<file path="src/rtl/lcd_pkg.sv">
// Shared types, LCD command bytes and the power-on command table for the
// HD44780 character-LCD controller.
package lcd_pkg;

  typedef enum logic [2:0] {
    PWR_WAIT,
    INIT,
    IDLE,
    SETUP,
    EN_HI,
    HOLD,
    EXEC_WAIT
  } lcd_state_e;

  localparam logic [7:0] CMD_FUNC_SET = 8'h38;  // 8-bit bus, 2 lines, 5x8 font
  localparam logic [7:0] CMD_DISP_ON  = 8'h0C;
  localparam logic [7:0] CMD_CLEAR    = 8'h01;
  localparam logic [7:0] CMD_ENTRY    = 8'h06;
  localparam logic [7:0] CMD_LINE0    = 8'h80;
  localparam logic [7:0] CMD_LINE1    = 8'hC0;
  localparam logic [7:0] CHAR_NL      = 8'h0A;

  localparam int INIT_LEN = 6;

  function automatic logic [7:0] init_cmd(input logic [2:0] idx);
    logic [7:0] cmd;
    case (idx)
      3'd0, 3'd1, 3'd2: cmd = CMD_FUNC_SET;
      3'd3:             cmd = CMD_DISP_ON;
      3'd4:             cmd = CMD_CLEAR;
      default:          cmd = CMD_ENTRY;
    endcase
    return cmd;
  endfunction

  // Set-address command that moves the cursor to column 0 of the other line.
  function automatic logic [7:0] other_line_cmd(input logic line);
    return line ? CMD_LINE0 : CMD_LINE1;
  endfunction

  function automatic logic is_printable(input logic [7:0] c);
    return (c >= 8'h20) && (c <= 8'h7E);
  endfunction

  function automatic int at_least_one(input int v);
    return (v < 1) ? 1 : v;
  endfunction

endpackage

</file>
<file path="src/rtl/lcd_delay_timer.sv">
// Loadable down-counter. done_o is high during the last counted cycle, so a
// load of N keeps the caller in a state for exactly N cycles.
module lcd_delay_timer #(
  parameter int WIDTH = 20
) (
  input  logic             clk,
  input  logic             rstb,
  input  logic             load_i,
  input  logic [WIDTH-1:0] load_val_i,
  output logic             done_o,
  output logic             idle_o
);

  logic [WIDTH-1:0] cnt_q;

  always_ff @(posedge clk or negedge rstb) begin
    if (!rstb) begin
      cnt_q <= '0;
    end else if (load_i) begin
      cnt_q <= load_val_i;
    end else if (cnt_q != '0) begin
      cnt_q <= cnt_q - WIDTH'(1);
    end
  end

  assign done_o = (cnt_q == WIDTH'(1));
  assign idle_o = (cnt_q == '0);

endmodule

</file>
<file path="src/rtl/hd44780_ctrl.sv">
// HD44780 character-LCD controller: power-on init, character streaming with
// line wrap and newline, and display clear over an 8-bit write-only bus.
//
// state     | meaning
// PWR_WAIT  | waiting for the LCD supply to settle after reset
// INIT      | selecting the next power-on command
// IDLE      | ready for a character or a clear request
// SETUP     | data/rs presented, enable low
// EN_HI     | enable strobe high
// HOLD      | enable low, data still held
// EXEC_WAIT | waiting for the LCD to execute the transfer
module hd44780_ctrl
  import lcd_pkg::*;
#(
  parameter int CLK_FREQ = 50_000_000,
  parameter int LINE_LEN = 16
) (
  input  logic       clk,
  input  logic       rstb,
  input  logic [7:0] char_in,
  input  logic       char_valid,
  input  logic       clear_req,
  output logic       char_ready,
  output logic       busy,
  output logic [7:0] lcd_data,
  output logic       lcd_rs,
  output logic       lcd_rw,
  output logic       lcd_en
);

  localparam int T_PWR = at_least_one(CLK_FREQ / 50);
  localparam int T_CLR = at_least_one(CLK_FREQ / 500);
  localparam int T_CMD = at_least_one(CLK_FREQ / 20_000);
  localparam int T_EN  = at_least_one(CLK_FREQ / 2_000_000);
  localparam int TW    = $clog2(T_PWR + 1);
  localparam int CW    = $clog2(LINE_LEN + 1);

  localparam logic [TW-1:0] LD_PWR = TW'(T_PWR);
  localparam logic [TW-1:0] LD_CLR = TW'(T_CLR);
  localparam logic [TW-1:0] LD_CMD = TW'(T_CMD);
  localparam logic [TW-1:0] LD_EN  = TW'(T_EN);
  localparam logic [CW-1:0] COL_END = CW'(LINE_LEN);

  lcd_state_e      state_q, state_d;
  logic [7:0]      data_q, data_d;
  logic            rs_q, rs_d;
  logic            en_q, ready_q, busy_q;
  logic [CW-1:0]   col_q, col_d;
  logic            line_q, line_d;
  logic [2:0]      init_idx_q, init_idx_d;
  logic            init_done_q, init_done_d;
  logic            pend_q, pend_d;
  logic [7:0]      pend_char_q, pend_char_d;
  logic            accept;
  logic            tmr_load, tmr_done, tmr_idle;
  logic [TW-1:0]   tmr_val;

  lcd_delay_timer #(.WIDTH(TW)) u_timer (
    .clk        (clk),
    .rstb       (rstb),
    .load_i     (tmr_load),
    .load_val_i (tmr_val),
    .done_o     (tmr_done),
    .idle_o     (tmr_idle)
  );

  always_comb begin
    state_d     = state_q;
    data_d      = data_q;
    rs_d        = rs_q;
    col_d       = col_q;
    line_d      = line_q;
    init_idx_d  = init_idx_q;
    init_done_d = init_done_q;
    pend_d      = pend_q;
    pend_char_d = pend_char_q;
    tmr_load    = 1'b0;
    tmr_val     = '0;
    accept      = 1'b0;

    case (state_q)
      PWR_WAIT: begin
        if (tmr_done) begin
          state_d = INIT;
        end else if (tmr_idle) begin
          tmr_load = 1'b1;
          tmr_val  = LD_PWR;
        end
      end
      INIT: begin
        state_d    = SETUP;
        data_d     = init_cmd(init_idx_q);
        rs_d       = 1'b0;
        init_idx_d = init_idx_q + 3'd1;
      end
      IDLE: begin
        // Clear has priority; a character offered in the same cycle stays pending.
        if (clear_req) begin
          state_d = SETUP;
          data_d  = CMD_CLEAR;
          rs_d    = 1'b0;
          col_d   = '0;
          line_d  = 1'b0;
        end else if (char_valid && ready_q) begin
          accept = 1'b1;
          if (is_printable(char_in)) begin
            state_d = SETUP;
            if (col_q == COL_END) begin
              data_d      = other_line_cmd(line_q);
              rs_d        = 1'b0;
              line_d      = ~line_q;
              col_d       = CW'(1);
              pend_d      = 1'b1;
              pend_char_d = char_in;
            end else begin
              data_d = char_in;
              rs_d   = 1'b1;
              col_d  = col_q + CW'(1);
            end
          end else if (char_in == CHAR_NL) begin
            state_d = SETUP;
            data_d  = other_line_cmd(line_q);
            rs_d    = 1'b0;
            line_d  = ~line_q;
            col_d   = '0;
          end
        end
      end
      SETUP: begin
        state_d  = EN_HI;
        tmr_load = 1'b1;
        tmr_val  = LD_EN;
      end
      EN_HI: begin
        if (tmr_done) state_d = HOLD;
      end
      HOLD: begin
        state_d  = EXEC_WAIT;
        tmr_load = 1'b1;
        tmr_val  = (!rs_q && data_q == CMD_CLEAR) ? LD_CLR : LD_CMD;
      end
      EXEC_WAIT: begin
        if (tmr_done) begin
          if (!init_done_q) begin
            if (init_idx_q == 3'(INIT_LEN)) begin
              init_done_d = 1'b1;
              state_d     = IDLE;
            end else begin
              state_d = INIT;
            end
          end else if (pend_q) begin
            // Second half of a wrap: the address command went out, now the character.
            state_d = SETUP;
            data_d  = pend_char_q;
            rs_d    = 1'b1;
            pend_d  = 1'b0;
          end else begin
            state_d = IDLE;
          end
        end
      end
      default: state_d = PWR_WAIT;
    endcase
  end

  always_ff @(posedge clk or negedge rstb) begin
    if (!rstb) begin
      state_q     <= PWR_WAIT;
      data_q      <= '0;
      rs_q        <= 1'b0;
      en_q        <= 1'b0;
      ready_q     <= 1'b0;
      busy_q      <= 1'b1;
      col_q       <= '0;
      line_q      <= 1'b0;
      init_idx_q  <= '0;
      init_done_q <= 1'b0;
      pend_q      <= 1'b0;
      pend_char_q <= '0;
    end else begin
      state_q     <= state_d;
      data_q      <= data_d;
      rs_q        <= rs_d;
      en_q        <= (state_d == EN_HI);
      ready_q     <= (state_d == IDLE) && !accept && !clear_req;
      busy_q      <= (state_d != IDLE);
      col_q       <= col_d;
      line_q      <= line_d;
      init_idx_q  <= init_idx_d;
      init_done_q <= init_done_d;
      pend_q      <= pend_d;
      pend_char_q <= pend_char_d;
    end
  end

  assign lcd_data   = data_q;
  assign lcd_rs     = rs_q;
  assign lcd_rw     = 1'b0;
  assign lcd_en     = en_q;
  assign char_ready = ready_q;
  assign busy       = busy_q;

endmodule

</file>
<file path="config.mk">
export PLATFORM = sky130hd
export DESIGN_NAME = hd44780_ctrl
export DESIGN_NICKNAME = d
export VERILOG_FILES = /design/src/rtl/lcd_pkg.sv /design/src/rtl/lcd_delay_timer.sv /design/src/rtl/hd44780_ctrl.sv
export SDC_FILE = /design/constraint.sdc
export NUM_CORES = 1
export LEC_CHECK = 0
export ABC_CLOCK_PERIOD_IN_PS = 7900
export CAP_MARGIN = 20
export CORE_MARGIN = 2
export CORE_UTILIZATION = 45
export CTS_CLUSTER_SIZE = 25
export DETAILED_ROUTE_END_ITERATION = 16
export REMOVE_ABC_BUFFERS = 1
export SLEW_MARGIN = 30
export SYNTH_ARGS = -nofsm -noshare
export SYNTH_HDL_FRONTEND = slang
export SYNTH_HIERARCHICAL = 1
export SYNTH_SLANG_ARGS = --single-unit
</file>
<file path="constraint.sdc">
create_clock -name clk -period 7.9 [get_ports clk]
set_input_delay 1.185 -clock clk [delete_from_list [all_inputs] [get_ports clk]]
set_output_delay 1.185 -clock clk [all_outputs]
set_load 0.02 [all_outputs]
</file>
==> results.cfg, run 1 <==
[detailed_routing]
postRouteAntennaNets = 0
dr_wl_met2_um = 3660
met3RoutedLength_um = 231
met1_length_um = 3180
vias_per_cell = 5.49
top_layer_used = met4
dr.pass1.iters = 4
routed-via-count = 2487
remaining_drc_errors = 0
drt_iter0_markers = 104
wl_um = 7120
wire_per_inst_um = 15.7

[timing]
slew_headroom = 0.538
setup_violations = 0
worst_slew_pin_slew_ns = 0.693
drv_slew = 0
tns_ns = 0
period_minus_slack_ns = 3.13
fin_worst_skew_ns = 0.0102
hold_violations = 0
post-route-period-util = 0.397
rsz0062_at_grt = false
fmax_mhz = 319

[hold_path]
min_path_type = reg2reg

[synth]
syn_avg_cell_area_um2 = 9.70
synth_area_leaders = dfrtp_1 (41%), nand2_1 (4.9%), ha_1 (3.9%), xnor2_1 (3.8%), o21ai_0 (2.8%)
syn_inst = 334
synth_warnings = 6
yosysTopAreaCell = dfrtp_1
synth_edf_count = 0
synth.cell_area_mm2 = 0.00324
synth_seq_cells = 54
ys_types = 65
ys.flop_type = dfrtp_1
postSynth.asyncResetShare = 1.00
synth_top_area_share = 0.409
ys_seq_area_frac = 0.417

[finish]
area_growth_syn_to_layout_pct = 11.9
fin_area_mm2 = 0.00363
multi_input_area_mm2 = 0.00175
drive_gt1_frac = 0.123
final_cell_mix = dfrtp_1 (53), nand2_1 (42), clkdlybuf4s50_1 (22)
ff_latch_area_mm2 = 0.00135
fill_cells = 632
fin_nets = 378
fin_cells = 453
antenna_cells = 0
layout_commonest_cell = dfrtp_1

[worst_setup_path]
slowest_delay_ns = 0.53
cp-start-kind = flop
crit_chain = nor4_4 -> and4b_1 -> and3_1 -> nor3_1 -> nand3_1 -> nand3_2 -> or2_4 -> o21ai_0
cpMaxStageDelayCell = or2_4
required_ns = 8.12
crit_arrival_ns = 3.36
end_kind = flop
critPathKind = reg2reg
crit_fanout = 32

[floorplan]
rows = 30
fp.dieH_um = 88.9
io_pins = 25
start_util = 0.472
chipWidth_um = 88.9
core-area_mm2 = 0.00687
die-area_mm2 = 0.00790

[global_routing]
grt_start_max_net_pins = 55
grt_first_pass_wirelength_um = 12000
overflow = 0
grt_pass1_vias = 2470
antenna_found_initial = 0
gr-usage-all-layers = 0.198

[clock_network]
numClockSinks = 54
tritoncts.num_buffers = 5
clock_path_buffers = 2
clk_transition_reported_paths_ns = 0.10
clkLatencyLatePin_ns = 0.31
post_cts_buffers = 0
cts_hold_buffers = 0
cts-resized-gates = 0
cts_tree = yes
cts-root-buf = clkbuf_8
ctsHtreeMaxLevel = 2

[placement]
dp_hpwl_um = 5240
placement.io_buffers = 23
dpl_cell_area_mm2 = 0.00353
place_inst = 445
gp_congestion = 0.774

[power]
power.density_mw_per_mm2 = 218
ir_drop_uv = 74.0
p_leak_nw = 1.54

[outcome]
status = complete, no violations

[flow_run]
maxCapViolCount = 0
## per-stage QoR
| stage | power (mW) | setup slack (ns) | util | hold WS [ns] |
|---|---|---|---|---|
| after floorplan | 0.557 | 4.95 | - | 0.464 |
| after global placement | 0.631 | 4.50 | 0.513 | 0.490 |
| after detailed placement | 0.635 | 4.54 | 0.514 | 0.497 |
| after CTS | 0.801 | 4.75 | 0.528 | 0.520 |
| after global routing | 0.848 | 4.53 | 0.528 | 0.531 |
| final | 0.790 | 4.77 | 0.528 | 0.513 |
## cells by family after synthesis
logic type,after synthesis,synth area share
simple gates,127,0.215
fa+ha+maj,10,0.0386
xor+xnor,21,0.0568
other cells,1,0.00116
flops,54,0.417
mux,17,0.0618
compound gates,72,0.161
buf+inv,32,0.0475
## layout make-up
class | instances | area share
clock buffer | 6 | 0.0228
clock inverter | 2 | 0.00345
inverter | 20 | 0.0207
multi-input combinational | 251 | 0.483
sequential | 54 | 0.373
tap | 96 | 0.0331
timing repair buffer | 24 | 0.0642
## critical path: cells and delay by family, from the launching register on
family	cells	cell delay [ns]
flip-flops	1	0.42
AND/OR/NAND/NOR	7	2.42
AO/OA/AOI/OAI	1	0.20
## synthesized netlist by cell type (2+ instances only)
cell type / instances
or3_1: 4
nor2_1: 19
o21ai_0: 18
inv_1: 20
nor4_1: 5
nor3_1: 15
nor4_4: 2
xor2_1: 7
o211ai_1: 2
nand2_1: 42
and3_1: 4
a21o_1: 4
a21oi_2: 2
nand4_1: 4
clkbuf_1: 6
a31oi_1: 3
a221o_1: 2
o31ai_1: 7
o21ai_1: 2
a211oi_1: 2
o311ai_0: 2
ha_1: 10
nand2b_1: 5
o21ai_2: 5
mux2i_1: 5
xnor2_1: 14
nor2b_1: 3
a21oi_1: 5
o2bb2ai_1: 2
mux2_2: 8
a22oi_1: 3
dfrtp_1: 53
buf_4: 2
mux2_4: 4
nand3_1: 12
a2bb2oi_2: 2
## per-layer routing
layer  up-vias  track usage
met1      1215        0.251
li1       1226            -
met3         5       0.0280
met2        41        0.354
met4         0       0.0455
met5         -            0
## state kept, by name (all words and copies together) (netlist names)
name / count
lcd_rs: 1
col_q: 5
u_timer/cnt_q: 20
pend_char_q: 8
init_idx_q: 3
char_ready: 1
init_done_q: 1
pend_q: 1
line_q: 1
lcd_en: 1
state_q: 3
busy: 1
lcd_data: 8
## power by group
part / switching, mW / leakage, nW / internal [mW] / total (mW)
sequential: 0.0619 / 0.677 / 0.325 / 0.386
combinational: 0.128 / 0.814 / 0.113 / 0.241
clock: 0.0917 / 0.0472 / 0.0707 / 0.162
total: 0.281 / 1.54 / 0.509 / 0.790
## worst paths after layout
| check | start | endpoint | slack (ns) | depth (start not counted) |
|---|---|---|---|---|
| setup / recovery | u_timer/cnt_q[7] | u_timer/cnt_q[10] | 4.77 | 8 |
| hold / removal | pend_char_q[7] | pend_char_q[7] | 0.51 | 1 |
| setup reg to reg | u_timer/cnt_q[7] | u_timer/cnt_q[10] | 4.77 | 8 |
| hold reg to reg | pend_char_q[7] | pend_char_q[7] | 0.51 | 1 |
| max in group asynchronous | rstb | u_timer/cnt_q[4] | 6.44 | 2 |
| min in group asynchronous | rstb | u_timer/cnt_q[17] | 0.99 | 2 |
No activity file was read; power rests on OpenSTA's default activity.
==> inputs of run 2 (changes only) <==
- ABC_CLOCK_PERIOD_IN_PS: 7900 -> 3000
- clock period: 7.9 -> 3 ns (I/O delays scaled with it)
==> run 2 against run 1 <==
Against the previous run: via count fell by 1.1%; power rose to 2.7 times the previous value; register-to-register slack worse by 4.3 ns; sequential power rose to 2.6 times the previous value; setup slack worse by 4.3 ns; critical path depth fell by 1; count of clock-buffer cells in the layout increased by 1; sequential share of layout area fell by 0.51 points; cell count is 1.3% higher; maximum frequency increased by 22%; non-clock buffer count up 6; global-route usage grew 0.67 points; critical path type unchanged.
==> results.cfg, run 2 (synthesis gave the netlist of run 1 again) <==
[worst_setup_path]
crit_arrival_ns = 2.79
end_kind = flop
slowest_delay_ns = 0.51
path_delay_family = simple AND/OR/NAND/NOR gates
crit_buf_inv = 0
crit_chain = nor4_1 -> and3_1 -> and3_1 -> nand3_1 -> a21oi_1 -> o22a_1 -> mux2_4
critPathKind = reg2reg
crit_fanout = 8
required_ns = 3.21
cp-start-kind = flop
crit_top_cell = and3_1
cpMaxStageDelayCell = o22a_1

[finish]
fin_nets = 384
final_cell_mix = dfrtp_1 (53), nand2_1 (42), clkdlybuf4s50_1 (22)
final_core_util = 0.535
fin_cells = 459
largest_register_ffs = 20
layout_commonest_cell = dfrtp_1
drive_gt1_frac = 0.135
antenna_cells = 0
largest_register = u_timer/cnt_q
fin_area_mm2 = 0.00368
area_growth_syn_to_layout_pct = 13.4

[global_routing]
antenna_found_initial = 0
overflow = 0
gr-usage-all-layers = 0.204
grt_start_max_net_pins = 26
grt_pass1_vias = 2539
grt_first_pass_wirelength_um = 12400

[detailed_routing]
drt_iter0_markers = 140
vias_per_cell = 5.36
wl_um = 7190
routed-via-count = 2460
remaining_drc_errors = 0
wire_per_inst_um = 15.7
dr.pass1.iters = 4
postRouteAntennaNets = 0

[floorplan]
start_util = 0.472
rows = 30
core-area_mm2 = 0.00687
die-area_mm2 = 0.00790
io_pins = 25
fp.dieH_um = 88.9
chipWidth_um = 88.9

[power]
comb_power_share = 0.299
power.density_mw_per_mm2 = 573
swShare = 0.349
p_sw_mw = 0.736
ir_drop_uv = 207
intPower_mw = 1.37
pwr-share-clk = 0.220
finalPower_mw = 2.11
p_seq_frac = 0.480
p_leak_nw = 1.57

[placement]
placement.io_buffers = 23
place_inst = 451
dpl_cell_area_mm2 = 0.00357
gp_congestion = 0.800
dp_hpwl_um = 5390
pre_cts_ws_ns = 0.365

[clock_network]
cts-root-buf = clkbuf_8
ctsHtreeMaxLevel = 2
cts-resized-gates = 0
tritoncts.num_buffers = 5
cts_hold_buffers = 0
clock_path_buffers = 2
clkLatencyLatePin_ns = 0.32
cts_tree = yes
numClockSinks = 54
post_cts_buffers = 0
clk_transition_reported_paths_ns = 0.10

[timing]
worst_slew_pin_slew_ns = 0.610
fin_ws_ns = 0.426
fin_worst_skew_ns = 0.00911
post-route-period-util = 0.858
drv_slew = 0
hold_violations = 0
holdWs_ns = 0.00857
fmax_mhz = 389
period_minus_slack_ns = 2.57
slew_headroom = 0.590
setup_violations = 0
tns_ns = 0
rsz0062_at_grt = false

[hold_path]
min_path_type = in2async

[outcome]
status = complete, no violations

[flow_run]
maxCapViolCount = 0
run 2: worst paths after layout:
check | startpoint | endpoint | slack, ns | depth (start not counted)
hold / removal | rstb | u_timer/cnt_q[15] | 0.009 | 1
setup / recovery | u_timer/cnt_q[2] | lcd_data[4] | 0.43 | 7
max in group asynchronous | rstb | pend_q | 2.36 | 2
min in group clk | pend_char_q[6] | pend_char_q[6] | 0.52 | 1
setup reg to reg | u_timer/cnt_q[2] | lcd_data[4] | 0.43 | 7
hold reg to reg | pend_char_q[6] | pend_char_q[6] | 0.52 | 1
run 2: power by group through the flow:
| stage | Sequential, mW | Combinational (mW) | Clock [mW] |
|---|---|---|---|
| after floorplan | 1.00 | 0.465 | 0 |
| after global placement | 1.02 | 0.638 | 0 |
| after detailed placement | 1.03 | 0.633 | 0 |
| after CTS | 1.01 | 0.638 | 0.476 |
| after global routing | 1.03 | 0.716 | 0.505 |
| final | 1.01 | 0.631 | 0.464 |
run 2: layout make-up:
class	instances	area [um2]
Fill cell	649	3190
Multi-Input combinational cell	251	1750
Sequential cell	54	1350
Timing Repair Buffer	30	278
Tap cell	96	120
Clock buffer	7	96.3
Inverter	20	75.1
Clock inverter	1	8.76
run 2: metal layers:
layer | vias up | GRT usage | wire [um]
met3 | 12 | 0.0289 | 204
li1 | 1242 | - | -
met4 | 0 | 0.0758 | 127
met5 | - | 0 | 0
met1 | 1157 | 0.268 | 3370
met2 | 49 | 0.343 | 3490
run 2: worst register-to-register path, stage by stage, from the launching register on:
cell and delay (ns):
dfrtp_1 0.45, nor4_1 0.43, and3_1 0.24, and3_1 0.21, nand3_1 0.08, a21oi_1 0.21, o22a_1 0.51, mux2_4 0.35
==> inputs of run 3 (changes only) <==
- CORE_ASPECT_RATIO: unset -> 0.75
- CORE_MARGIN: 2 -> 1
==> run 3 against run 2 <==
Against the previous run: critical path depth is the same; clock skew up 0.0051 ns; worst hold slack better by 0.17 ns; combinational power rose by 1%; highest routed layer unchanged.
==> results.cfg, run 3 (synthesis gave the netlist of run 1 again) <==
[clock_network]
cts_hold_buffers = 0
numClockSinks = 54
tritoncts.num_buffers = 5
cts_tree = yes
cts-resized-gates = 0
clk_transition_reported_paths_ns = 0.11
ctsHtreeMaxLevel = 2
clkLatencyLatePin_ns = 0.31
cts-root-buf = clkbuf_8
post_cts_buffers = 0
clock_path_buffers = 2

[worst_setup_path]
worstReg2RegStart = u_timer/cnt_q[6]
path_delay_family = simple AND/OR/NAND/NOR gates
reg2reg_to = lcd_data[3]
crit_fanout = 8
critPathKind = reg2reg
reg2reg_depth = 7
rrSetupSlack_ns = 0.46
cp-start-kind = flop
crit_arrival_ns = 2.74
required_ns = 3.20
crit_buf_inv = 0
slowest_delay_ns = 0.47
cpMaxStageDelayCell = o22a_1
end_kind = flop
crit_chain = nor4_4 -> and4b_1 -> and3_1 -> nand3_1 -> a21oi_1 -> o22a_1 -> mux2_4

[outcome]
status = complete, no violations

[detailed_routing]
remaining_drc_errors = 0
routed-via-count = 2490
postRouteAntennaNets = 0
dr.pass1.iters = 4
wl_um = 7400
vias_per_cell = 5.41
wire_per_inst_um = 16.1
drt_iter0_markers = 200

[timing]
post-route-period-util = 0.846
period_minus_slack_ns = 2.54
fmax_mhz = 394
drv_slew = 0
fin_worst_skew_ns = 0.0142
holdWs_ns = 0.177
tns_ns = 0
setup_violations = 0
slew_headroom = 0.532
hold_violations = 0
rsz0062_at_grt = false
worst_slew_pin_slew_ns = 0.702

[global_routing]
grt_first_pass_wirelength_um = 12300
gr-usage-all-layers = 0.212
antenna_found_initial = 0
met3_usage = 0.0422
grt.busiest_layer = met1
grt_use_met2 = 0.300
overflow = 0
grt_pass1_vias = 2384
use_met1 = 0.333
grt_start_max_net_pins = 29

[finish]
final_cell_mix = dfrtp_1 (53), nand2_1 (42), clkdlybuf4s50_1 (22)
largest_register = u_timer/cnt_q
layout_commonest_cell = dfrtp_1
drive_gt1_frac = 0.130
area_growth_syn_to_layout_pct = 13.1
largest_register_ffs = 20
antenna_cells = 0
fin_nets = 383

[floorplan]
fp.dieH_um = 75.5
die-area_mm2 = 0.00755
start_util = 0.470
chipWidth_um = 100
rows = 26
core-area_mm2 = 0.00690
io_pins = 25

[hold_path]
min_path_type = in2async

[power]
intPower_mw = 1.33
power.density_mw_per_mm2 = 563
p_leak_nw = 1.55
p_sw_mw = 0.738
ir_drop_uv = 257
comb_power_share = 0.309
swShare = 0.358
pwr-share-clk = 0.200
p_seq_frac = 0.491

[placement]
dp_hpwl_um = 5620
gp_congestion = 0.850
placement.io_buffers = 23

[flow_run]
maxCapViolCount = 0
-- run 3: cell types whose count changed in the layout (fill, tap and decap cells not counted) --
| cell | delta |
|---|---|
| buf_4 | -2 |
| clkbuf_8 | -2 |
| clkinvlp_4 | +2 |
| buf_12 | +1 |
| clkbuf_1 | +1 |
| clkinv_4 | -1 |
-- run 3: power by group through the flow --
| stage | Sequential, mW | Combinational, mW | Clock (mW) |
|---|---|---|---|
| 2_1_floorplan | 1.00 | 0.465 | 0 |
| 3_3_place_gp | 1.02 | 0.630 | 0 |
| 3_5_place_dp | 1.03 | 0.634 | 0 |
| 4_1_cts | 1.01 | 0.638 | 0.428 |
| 5_1_grt | 1.04 | 0.715 | 0.448 |
| 6_report | 1.01 | 0.637 | 0.413 |
-- run 3: how the worst max path moves through the flow --
stage / from / to / slack [ns] / cells after the start
2_1_floorplan: u_timer/cnt_q[7] / u_timer/cnt_q[10] / 0.05 / 8
3_3_place_gp: char_in[5] / lcd_data[3] / 0.47 / 6
3_5_place_dp: char_in[5] / lcd_data[3] / 0.40 / 6
4_1_cts: u_timer/cnt_q[6] / lcd_data[3] / 0.48 / 7
5_1_grt: u_timer/cnt_q[2] / lcd_data[7] / 0.22 / 7
6_report: u_timer/cnt_q[6] / lcd_data[3] / 0.46 / 7
-- run 3: area by class of cell --
| cell class | count | area, um2 |
|---|---|---|
| multi-input combinational | 251 | 1750 |
| tap | 98 | 123 |
| clock inverter | 2 | 15.0 |
| inverter | 20 | 75.1 |
| clock buffer | 6 | 72.6 |
| fill | 649 | 3230 |
| sequential | 54 | 1350 |
| timing repair buffer | 29 | 283 |
-- run 3: routing by layer --
metal	wire length (um)	up-vias
li1	-	1243
met1	4110	1172
met2	2760	68
met3	460	7
met4	64	0
met5	0	-
-- run 3: stage by stage --
stage	cells	total power, mW	setup WS [ns]	utilization	instance area [um2]
after floorplan	325	1.47	0.0466	-	3170
after global placement	452	1.65	0.474	0.519	3580
after detailed placement	452	1.66	0.400	0.519	3580
after CTS	460	2.08	0.478	0.532	3670
after global routing	460	2.20	0.218	0.532	3670
final	460	2.06	0.463	0.532	3670
